`src/rtl/data_cache_pkg.sv`:
```
// Shared widths, FSM encodings and byte-merge helper for the data cache.
// No logic of its own; imported by the interface, line array and top.
package data_cache_pkg;

   localparam int ADDR_W  = 32;
   localparam int DATA_W  = 32;
   localparam int INDEX_W = 6;
   localparam int MASK_W  = 4;

   localparam logic [2:0] IDLE    = 3'd0;
   localparam logic [2:0] RD_MEM  = 3'd1;
   localparam logic [2:0] WR_MEM  = 3'd2;
   localparam logic [2:0] RD_RESP = 3'd3;
   localparam logic [2:0] WR_RESP = 3'd4;

   function automatic logic [DATA_W-1:0] merge_bytes(
      input logic [DATA_W-1:0] old_word,
      input logic [DATA_W-1:0] new_word,
      input logic [MASK_W-1:0] mask
   );
      logic [DATA_W-1:0] res;
      res = old_word;
      for (int i = 0; i < MASK_W; i++) begin
         if (mask[i]) res[8*i +: 8] = new_word[8*i +: 8];
      end
      return res;
   endfunction

endpackage

```
`src/rtl/data_cache_if.sv`:
```
// Load, store and memory-port signals of the data cache in one bundle.
// slave is the cache side, master is the core/memory environment side.
interface data_cache_if #(
   parameter int ADDR_WIDTH = data_cache_pkg::ADDR_W,
   parameter int DATA_WIDTH = data_cache_pkg::DATA_W
);
   logic                  lsm_dcache_read;
   logic [ADDR_WIDTH-1:0] lsm_dcache_read_addr;
   logic                  dcache_lsm_read_done;
   logic [DATA_WIDTH-1:0] dcache_lsm_read_data;

   logic                  rob_dcache_write;
   logic [3:0]            rob_dcache_mask;
   logic [ADDR_WIDTH-1:0] rob_dcache_addr;
   logic [DATA_WIDTH-1:0] rob_dcache_data;
   logic                  dcache_rob_valid;

   logic                  mem_req;
   logic                  mem_we;
   logic [ADDR_WIDTH-1:0] mem_addr;
   logic [DATA_WIDTH-1:0] mem_wdata;
   logic [3:0]            mem_mask;
   logic                  mem_ack;
   logic [DATA_WIDTH-1:0] mem_rdata;

   modport slave (
      input  lsm_dcache_read, lsm_dcache_read_addr,
      output dcache_lsm_read_done, dcache_lsm_read_data,
      input  rob_dcache_write, rob_dcache_mask, rob_dcache_addr, rob_dcache_data,
      output dcache_rob_valid,
      output mem_req, mem_we, mem_addr, mem_wdata, mem_mask,
      input  mem_ack, mem_rdata
   );

   modport master (
      output lsm_dcache_read, lsm_dcache_read_addr,
      input  dcache_lsm_read_done, dcache_lsm_read_data,
      output rob_dcache_write, rob_dcache_mask, rob_dcache_addr, rob_dcache_data,
      input  dcache_rob_valid,
      input  mem_req, mem_we, mem_addr, mem_wdata, mem_mask,
      output mem_ack, mem_rdata
   );
endinterface

```
`src/rtl/dcache_line_array.sv`:
```
// Valid/tag/data storage for the direct-mapped cache: combinational hit lookup,
// line fill and masked byte write, both taking effect on the next clock edge.
module dcache_line_array
   import data_cache_pkg::*;
#(
   parameter int DATA_WIDTH = DATA_W,
   parameter int INDEX_BITS = INDEX_W,
   parameter int TAG_BITS   = ADDR_W - INDEX_W - 2
) (
   input  logic                  clk,
   input  logic                  rst,
   input  logic [INDEX_BITS-1:0] index,
   input  logic [TAG_BITS-1:0]   tag,
   output logic                  hit,
   output logic [DATA_WIDTH-1:0] hit_data,
   input  logic                  fill_en,
   input  logic [DATA_WIDTH-1:0] fill_data,
   input  logic                  wr_en,
   input  logic [MASK_W-1:0]     wr_mask,
   input  logic [DATA_WIDTH-1:0] wr_data
);
   localparam int LINES = 1 << INDEX_BITS;

   logic [LINES-1:0]      valid;
   logic [TAG_BITS-1:0]   tags [LINES];
   logic [DATA_WIDTH-1:0] data [LINES];

   assign hit      = valid[index] && (tags[index] == tag);
   assign hit_data = data[index];

   always_ff @(posedge clk or posedge rst) begin
      if (rst)          valid        <= '0;
      else if (fill_en) valid[index] <= 1'b1;
   end

   // Tag and data carry no reset; the valid bits alone qualify them.
   always_ff @(posedge clk) begin
      if (fill_en) begin
         tags[index] <= tag;
         data[index] <= fill_data;
      end else if (wr_en) begin
         data[index] <= merge_bytes(data[index], wr_data, wr_mask);
      end
   end

endmodule

```
`src/rtl/data_cache.sv`:
```
// Direct-mapped write-through, no-write-allocate data cache; load hit 1 cycle,
// miss/store = memory latency + 2. Level-held requests simply wait outside IDLE.
module data_cache
   import data_cache_pkg::*;
#(
   parameter int ADDR_WIDTH = ADDR_W,
   parameter int DATA_WIDTH = DATA_W,
   parameter int INDEX_BITS = INDEX_W
) (
   input logic         clk,
   input logic         rst,
   data_cache_if.slave bus
);
   localparam int TAG_BITS = ADDR_WIDTH - INDEX_BITS - 2;

   logic [2:0]            state;
   logic [ADDR_WIDTH-1:0] lookup_addr;
   logic                  hit;
   logic [DATA_WIDTH-1:0] hit_data;
   logic                  fill_en;
   logic                  wr_en;
   logic                  unused_bits;

   // mem_addr doubles as the latched request address once we leave IDLE.
   assign lookup_addr = (state == IDLE) ? bus.lsm_dcache_read_addr : bus.mem_addr;
   assign fill_en     = (state == RD_MEM) && bus.mem_ack;
   assign wr_en       = (state == WR_MEM) && bus.mem_ack && hit;
   assign unused_bits = ^{bus.lsm_dcache_read_addr[1:0], bus.rob_dcache_addr[1:0],
                          bus.mem_addr[1:0]};

   assign bus.dcache_lsm_read_done = (state == RD_RESP);
   assign bus.dcache_rob_valid     = (state == WR_RESP);

   dcache_line_array #(
      .DATA_WIDTH (DATA_WIDTH),
      .INDEX_BITS (INDEX_BITS),
      .TAG_BITS   (TAG_BITS)
   ) u_lines (
      .clk       (clk),
      .rst       (rst),
      .index     (lookup_addr[INDEX_BITS+1:2]),
      .tag       (lookup_addr[ADDR_WIDTH-1:INDEX_BITS+2]),
      .hit       (hit),
      .hit_data  (hit_data),
      .fill_en   (fill_en),
      .fill_data (bus.mem_rdata),
      .wr_en     (wr_en),
      .wr_mask   (bus.mem_mask),
      .wr_data   (bus.mem_wdata)
   );

   always_ff @(posedge clk or posedge rst) begin
      if (rst) begin
         state                    <= IDLE;
         bus.mem_req              <= 1'b0;
         bus.mem_we               <= 1'b0;
         bus.mem_addr             <= '0;
         bus.mem_wdata            <= '0;
         bus.mem_mask             <= '0;
         bus.dcache_lsm_read_data <= '0;
      end else begin
         case (state)
            IDLE: begin
               // Stores commit first so a same-cycle load observes their data.
               if (bus.rob_dcache_write) begin
                  bus.mem_req   <= 1'b1;
                  bus.mem_we    <= 1'b1;
                  bus.mem_addr  <= {bus.rob_dcache_addr[ADDR_WIDTH-1:2], 2'b00};
                  bus.mem_wdata <= bus.rob_dcache_data;
                  bus.mem_mask  <= bus.rob_dcache_mask;
                  state         <= WR_MEM;
               end else if (bus.lsm_dcache_read) begin
                  if (hit) begin
                     bus.dcache_lsm_read_data <= hit_data;
                     state                    <= RD_RESP;
                  end else begin
                     bus.mem_req  <= 1'b1;
                     bus.mem_we   <= 1'b0;
                     bus.mem_addr <= {bus.lsm_dcache_read_addr[ADDR_WIDTH-1:2], 2'b00};
                     bus.mem_mask <= 4'b0000;
                     state        <= RD_MEM;
                  end
               end
            end
            WR_MEM: begin
               if (bus.mem_ack) begin
                  bus.mem_req <= 1'b0;
                  state       <= WR_RESP;
               end
            end
            RD_MEM: begin
               if (bus.mem_ack) begin
                  bus.dcache_lsm_read_data <= bus.mem_rdata;
                  bus.mem_req              <= 1'b0;
                  state                    <= RD_RESP;
               end
            end
            default: state <= IDLE;
         endcase
      end
   end

endmodule

```
`src/flat_wrapper.sv`:
```
// flat-port wrapper written by rule: the top's interface ports become plain ports
module data_cache_flat import data_cache_pkg::*;
#(
   parameter int ADDR_WIDTH = ADDR_W,
   parameter int DATA_WIDTH = DATA_W,
   parameter int INDEX_BITS = INDEX_W
)
  (clk, rst, bus_lsm_dcache_read, bus_lsm_dcache_read_addr, bus_dcache_lsm_read_done, bus_dcache_lsm_read_data, bus_rob_dcache_write, bus_rob_dcache_mask, bus_rob_dcache_addr, bus_rob_dcache_data, bus_dcache_rob_valid, bus_mem_req, bus_mem_we, bus_mem_addr, bus_mem_wdata, bus_mem_mask, bus_mem_ack, bus_mem_rdata);
  data_cache_if #(.ADDR_WIDTH(ADDR_WIDTH), .DATA_WIDTH(DATA_WIDTH)) bus_i ();
  input logic clk;
  input logic rst;
  input wire logic [$bits(bus_i.lsm_dcache_read)-1:0] bus_lsm_dcache_read;
  input wire logic [$bits(bus_i.lsm_dcache_read_addr)-1:0] bus_lsm_dcache_read_addr;
  output wire logic [$bits(bus_i.dcache_lsm_read_done)-1:0] bus_dcache_lsm_read_done;
  output wire logic [$bits(bus_i.dcache_lsm_read_data)-1:0] bus_dcache_lsm_read_data;
  input wire logic [$bits(bus_i.rob_dcache_write)-1:0] bus_rob_dcache_write;
  input wire logic [$bits(bus_i.rob_dcache_mask)-1:0] bus_rob_dcache_mask;
  input wire logic [$bits(bus_i.rob_dcache_addr)-1:0] bus_rob_dcache_addr;
  input wire logic [$bits(bus_i.rob_dcache_data)-1:0] bus_rob_dcache_data;
  output wire logic [$bits(bus_i.dcache_rob_valid)-1:0] bus_dcache_rob_valid;
  output wire logic [$bits(bus_i.mem_req)-1:0] bus_mem_req;
  output wire logic [$bits(bus_i.mem_we)-1:0] bus_mem_we;
  output wire logic [$bits(bus_i.mem_addr)-1:0] bus_mem_addr;
  output wire logic [$bits(bus_i.mem_wdata)-1:0] bus_mem_wdata;
  output wire logic [$bits(bus_i.mem_mask)-1:0] bus_mem_mask;
  input wire logic [$bits(bus_i.mem_ack)-1:0] bus_mem_ack;
  input wire logic [$bits(bus_i.mem_rdata)-1:0] bus_mem_rdata;
  assign bus_i.lsm_dcache_read = bus_lsm_dcache_read;
  assign bus_i.lsm_dcache_read_addr = bus_lsm_dcache_read_addr;
  assign bus_dcache_lsm_read_done = bus_i.dcache_lsm_read_done;
  assign bus_dcache_lsm_read_data = bus_i.dcache_lsm_read_data;
  assign bus_i.rob_dcache_write = bus_rob_dcache_write;
  assign bus_i.rob_dcache_mask = bus_rob_dcache_mask;
  assign bus_i.rob_dcache_addr = bus_rob_dcache_addr;
  assign bus_i.rob_dcache_data = bus_rob_dcache_data;
  assign bus_dcache_rob_valid = bus_i.dcache_rob_valid;
  assign bus_mem_req = bus_i.mem_req;
  assign bus_mem_we = bus_i.mem_we;
  assign bus_mem_addr = bus_i.mem_addr;
  assign bus_mem_wdata = bus_i.mem_wdata;
  assign bus_mem_mask = bus_i.mem_mask;
  assign bus_i.mem_ack = bus_mem_ack;
  assign bus_i.mem_rdata = bus_mem_rdata;
  data_cache #(.ADDR_WIDTH(ADDR_WIDTH), .DATA_WIDTH(DATA_WIDTH), .INDEX_BITS(INDEX_BITS)) u_core (.clk(clk), .rst(rst), .bus(bus_i));
endmodule
```
`config.mk`:
```
export PLATFORM = sky130hd
export DESIGN_NAME = data_cache_flat
export DESIGN_NICKNAME = d
export VERILOG_FILES = /design/src/rtl/data_cache_pkg.sv /design/src/rtl/data_cache_if.sv /design/src/rtl/dcache_line_array.sv /design/src/rtl/data_cache.sv /design/src/flat_wrapper.sv
export SDC_FILE = /design/constraint.sdc
export NUM_CORES = 2
export LEC_CHECK = 0
export ABC_AREA = 1
export ABC_CLOCK_PERIOD_IN_PS = 19400
export BUFFER_PORTS_ARGS = -buffer_cell sky130_fd_sc_hd__buf_4
export CAP_MARGIN = 30
export CORE_MARGIN = 4
export CORE_UTILIZATION = 42
export CTS_CLUSTER_DIAMETER = 80
export DETAILED_ROUTE_END_ITERATION = 6
export PLACE_DENSITY_LB_ADDON = 0.08
export SLEW_MARGIN = 20
export SYNTH_ARGS = -nofsm -noshare
export SYNTH_HDL_FRONTEND = slang
export SYNTH_HIERARCHICAL = 1
export SYNTH_SLANG_ARGS = --single-unit
```
`constraint.sdc`:
```
create_clock -name clk -period 19.4 [get_ports clk]
set_input_delay 3.88 -clock clk [delete_from_list [all_inputs] [get_ports clk]]
set_output_delay 3.88 -clock clk [all_outputs]
set_load 0.02 [all_outputs]
```
==> impl_metrics.yaml <==
clock_tree:
  post-cts-setup-buffers: 0
  clk_pin_slew_ps: 60
  cts_made_buffers: 396
  clk_path_buf_depth: 4
  cts-resized-gates: 0
  hold_buffers: 0
  cts.sinks: 3751
  cts_tree: "done"
  clock_latency_ps: 970
  htree_levels: 5
  root_buffer: "clkbuf_16"
timing:
  fin_crit_ps: 11580
  final.setup_skew_ps: 49.1
  hold_viol: 0
  maxSlewHeadroom_pct: 28.3
  fmax_mhz: 86.4
  worstMarginPinSlew_ps: 1070
  fin_tns_setup_ps: 0
  finalSetupViolations: 0
  slew_violations: 0
  period_share_pct: 59.7
  rsz0062_at_grt: "no"
global_routing:
  grt_antenna_before_repair: 28
  grt_pass1_wl_um: 680000
  overflow: 0
  grt_pass1_vias: 91388
  grt_max_degree: 149
  grt_use_total_pct: 26.0
worst_setup_path:
  cpMostUsedCell: "buf_4"
  crit_slowest_cell: "nor2_1"
  start_kind: "primary input"
  cp_max_fo: 51
  critPathKind: "in -> reg"
  crit_path_end_kind: "flop"
  crit_required_ps: 19990
  crit_family: "buffers and inverters"
  crit_buf_inv: 11
  cp-startpoint: "bus_lsm_dcache_read_addr[3]"
  rr_startpoint: "u_core/state[2]"
  arrival_ps: 12160
  crit_path_max_incr_delay_ps: 760
power_and_ir_drop:
  power.total_mw: 27.4
  irDropWorstVdd_mv: 0.199
  seqPwrFrac_pct: 36.4
  p_sw_share_pct: 39.9
  power_density_nw_per_um2: 161
  switchingPower_mw: 10.9
  p_leak_nw: 62.4
  p_int_mw: 16.5
  clkPwrFrac_pct: 26.7
  comb_power_share_pct: 36.9
status:
  violations: "DRC"
  outcome: "finished with violations"
cells_and_area:
  utilization_pct: 48.5
  nets: 12382
  area_growth_pct: 14.6
  fillers: 30702
  drive_gt1_share_pct: 11.2
  fin_cells: 17279
synthesis:
  netlist_top_cells_area: "edfxtp_1, nand2_1, dfrtp_1"
  synth_edf_count: 3584
  ys_seq_elements: 3751
  ys_types: 44
  synth_cells: 11911
  synth.top_cell.area_share_pct: 72.5
  async_reset_ff_share_pct: 4.45
  syn-cell-area_sq_um: 148000
  yosys_warnings: 6
  ys_seq_area_share_pct: 75.4
  synth.avg_cell_area_sq_um: 12.5
  ys.flop_type: "edfxtp_1"
  synth_top_cell_by_area: "edfxtp_1"
min_path:
  hold_start: "u_core/u_lines/valid[32]"
  timing.hold.worst.class: "reg -> reg"
drt:
  ant_nets: 0
  first_iter_violations: 9306
  wl_um: 483000
  routedWlPerCell_um: 28.0
  first_pass_iters: 7
  drc: 2
  dr_total_vias: 94819
  avgViaCountPerCell: 5.49
die:
  rows: 217
  ioPinCount: 241
  core-area_sq_um: 351000
  die_x_um: 602
  die_height_um: 602
  die_area_sq_um: 363000
  start_util_pct: 42.3
placement:
  post-place-cells: 16552
  post-dp-hpwl_um: 261000
  portBuffers: 234
  gp_congestion: 0.858
job:
  drv_cap: 0
-- cell usage after synthesis (32+ instances only) --
| master | count |
|---|---|
| a22oi_1 | 243 |
| or2_2 | 87 |
| clkbuf_1 | 214 |
| o2111ai_1 | 44 |
| buf_2 | 289 |
| nand3_1 | 402 |
| nand4_1 | 224 |
| buf_4 | 35 |
| edfxtp_1 | 3584 |
| buf_1 | 82 |
| o21ai_1 | 85 |
| nor2_1 | 932 |
| inv_1 | 772 |
| o21ai_0 | 644 |
| dfrtp_1 | 167 |
| a22o_1 | 32 |
| a221oi_1 | 171 |
| nand2_1 | 3558 |
| o211ai_1 | 155 |
| a21oi_1 | 52 |
-- worst reg2reg max path, delay by kind of cell, from the launching register on --
family,cells,cell delay (ps)
flops,1,400
compound gates,5,750
simple gates,14,3670
buf+inv,10,4780
-- routing by layer --
metal	share of wire, %	up-vias	routed length [um]	track usage [%]
met1	41	48209	198000	34.9
met4	4.6	6	22100	10.6
li1	-	42384	-	-
met3	6.2	798	29900	2.81
met5	0.0081	-	39	0
met2	48	3422	233000	43.4
-- path summary, 6_finish.rpt --
path / end / slack [ps] / cells after the start
setup / recovery: u_core/u_lines/data[30][13] / 7820 / 28
hold / removal: u_core/u_lines/valid[32] / 450 / 2
setup reg to reg: u_core/u_lines/data[30][13] / 9350 / 29
hold reg to reg: u_core/u_lines/valid[32] / 450 / 2
max in group asynchronous: u_core/bus.mem_mask[3] / 15120 / 3
min in group asynchronous: u_core/u_lines/valid[3] / 2970 / 3
-- kinds of logic after synthesis --
logic type,share of synthesized area (%)
AOI/OAI and AO/OA,6.26
xor gates and xnor gates,0.0177
buffers and inverters,3.96
DFF,75.4
other,0.00253
and+or+nand+nor,14.4
-- sequential cells by signal (all words and copies together) (netlist names) --
signal                           flops
u_core/bus.mem_req                   1
u_core/u_lines/tags               1536
u_core/u_lines/valid                64
u_core/bus.dcache_lsm_read_data     32
u_core/bus.mem_mask                  4
u_core/bus.mem_addr                 30
u_core/state                         3
u_core/u_lines/data               2048
u_core/bus.mem_we                    1
u_core/bus.mem_wdata                32
-- power by group through the flow --
| stage | Clock, mW | Sequential [mW] | Combinational (mW) |
|---|---|---|---|
| 2_1_floorplan | 0 | 10.3 | 5.51 |
| 3_3_place_gp | 0 | 10.1 | 10.0 |
| 3_5_place_dp | 0 | 10.1 | 10.1 |
| 4_1_cts | 7.46 | 9.96 | 10.2 |
| 5_1_grt | 7.81 | 9.98 | 10.9 |
| 6_report | 7.32 | 9.96 | 10.1 |
-- metrics by stage --
| step | worst slack, ps | instance area, sq um | hold slack [ps] |
|---|---|---|---|
| after global placement | 6720 | 157000 | 435 |
| after floorplan | 9590 | 148000 | 424 |
| after global routing | 7540 | 170000 | 476 |
| after detailed placement | 6720 | 158000 | 443 |
| final | 7820 | 170000 | 454 |
| after CTS | 7710 | 170000 | 456 |
-- cell usage in the layout, fill, tap and decap left out, types with 42 or more instances in the layout --
cell type	n
buf_4	521
dfrtp_1	167
nand2_2	42
o21ai_1	85
o21ai_0	617
edfxtp_1	3584
nor2_4	130
a21oi_1	52
nand3_1	402
nand4_1	224
nor2_1	798
inv_1	770
o2111ai_1	44
clkbuf_16	405
clkinv_1	85
nand2_1	3521
clkinv_2	62
or2_2	87
a221oi_1	171
clkbuf_1	101
a22oi_1	243
o211ai_1	155
-- area by class of cell --
class / instances / area, sq um / share of cell area (%)
diodes: 20 / 50.0 / 0.0294
clock buffers: 507 / 10500 / 6.19
clock inverters: 197 / 1820 / 1.07
inverters: 782 / 2970 / 1.75
multi-input cells: 6748 / 32100 / 18.9
flip-flops and latches: 3751 / 112000 / 65.8
well taps: 4708 / 5890 / 3.47
repair buffers: 566 / 4830 / 2.84
No activity file was read; power rests on OpenSTA's default activity.
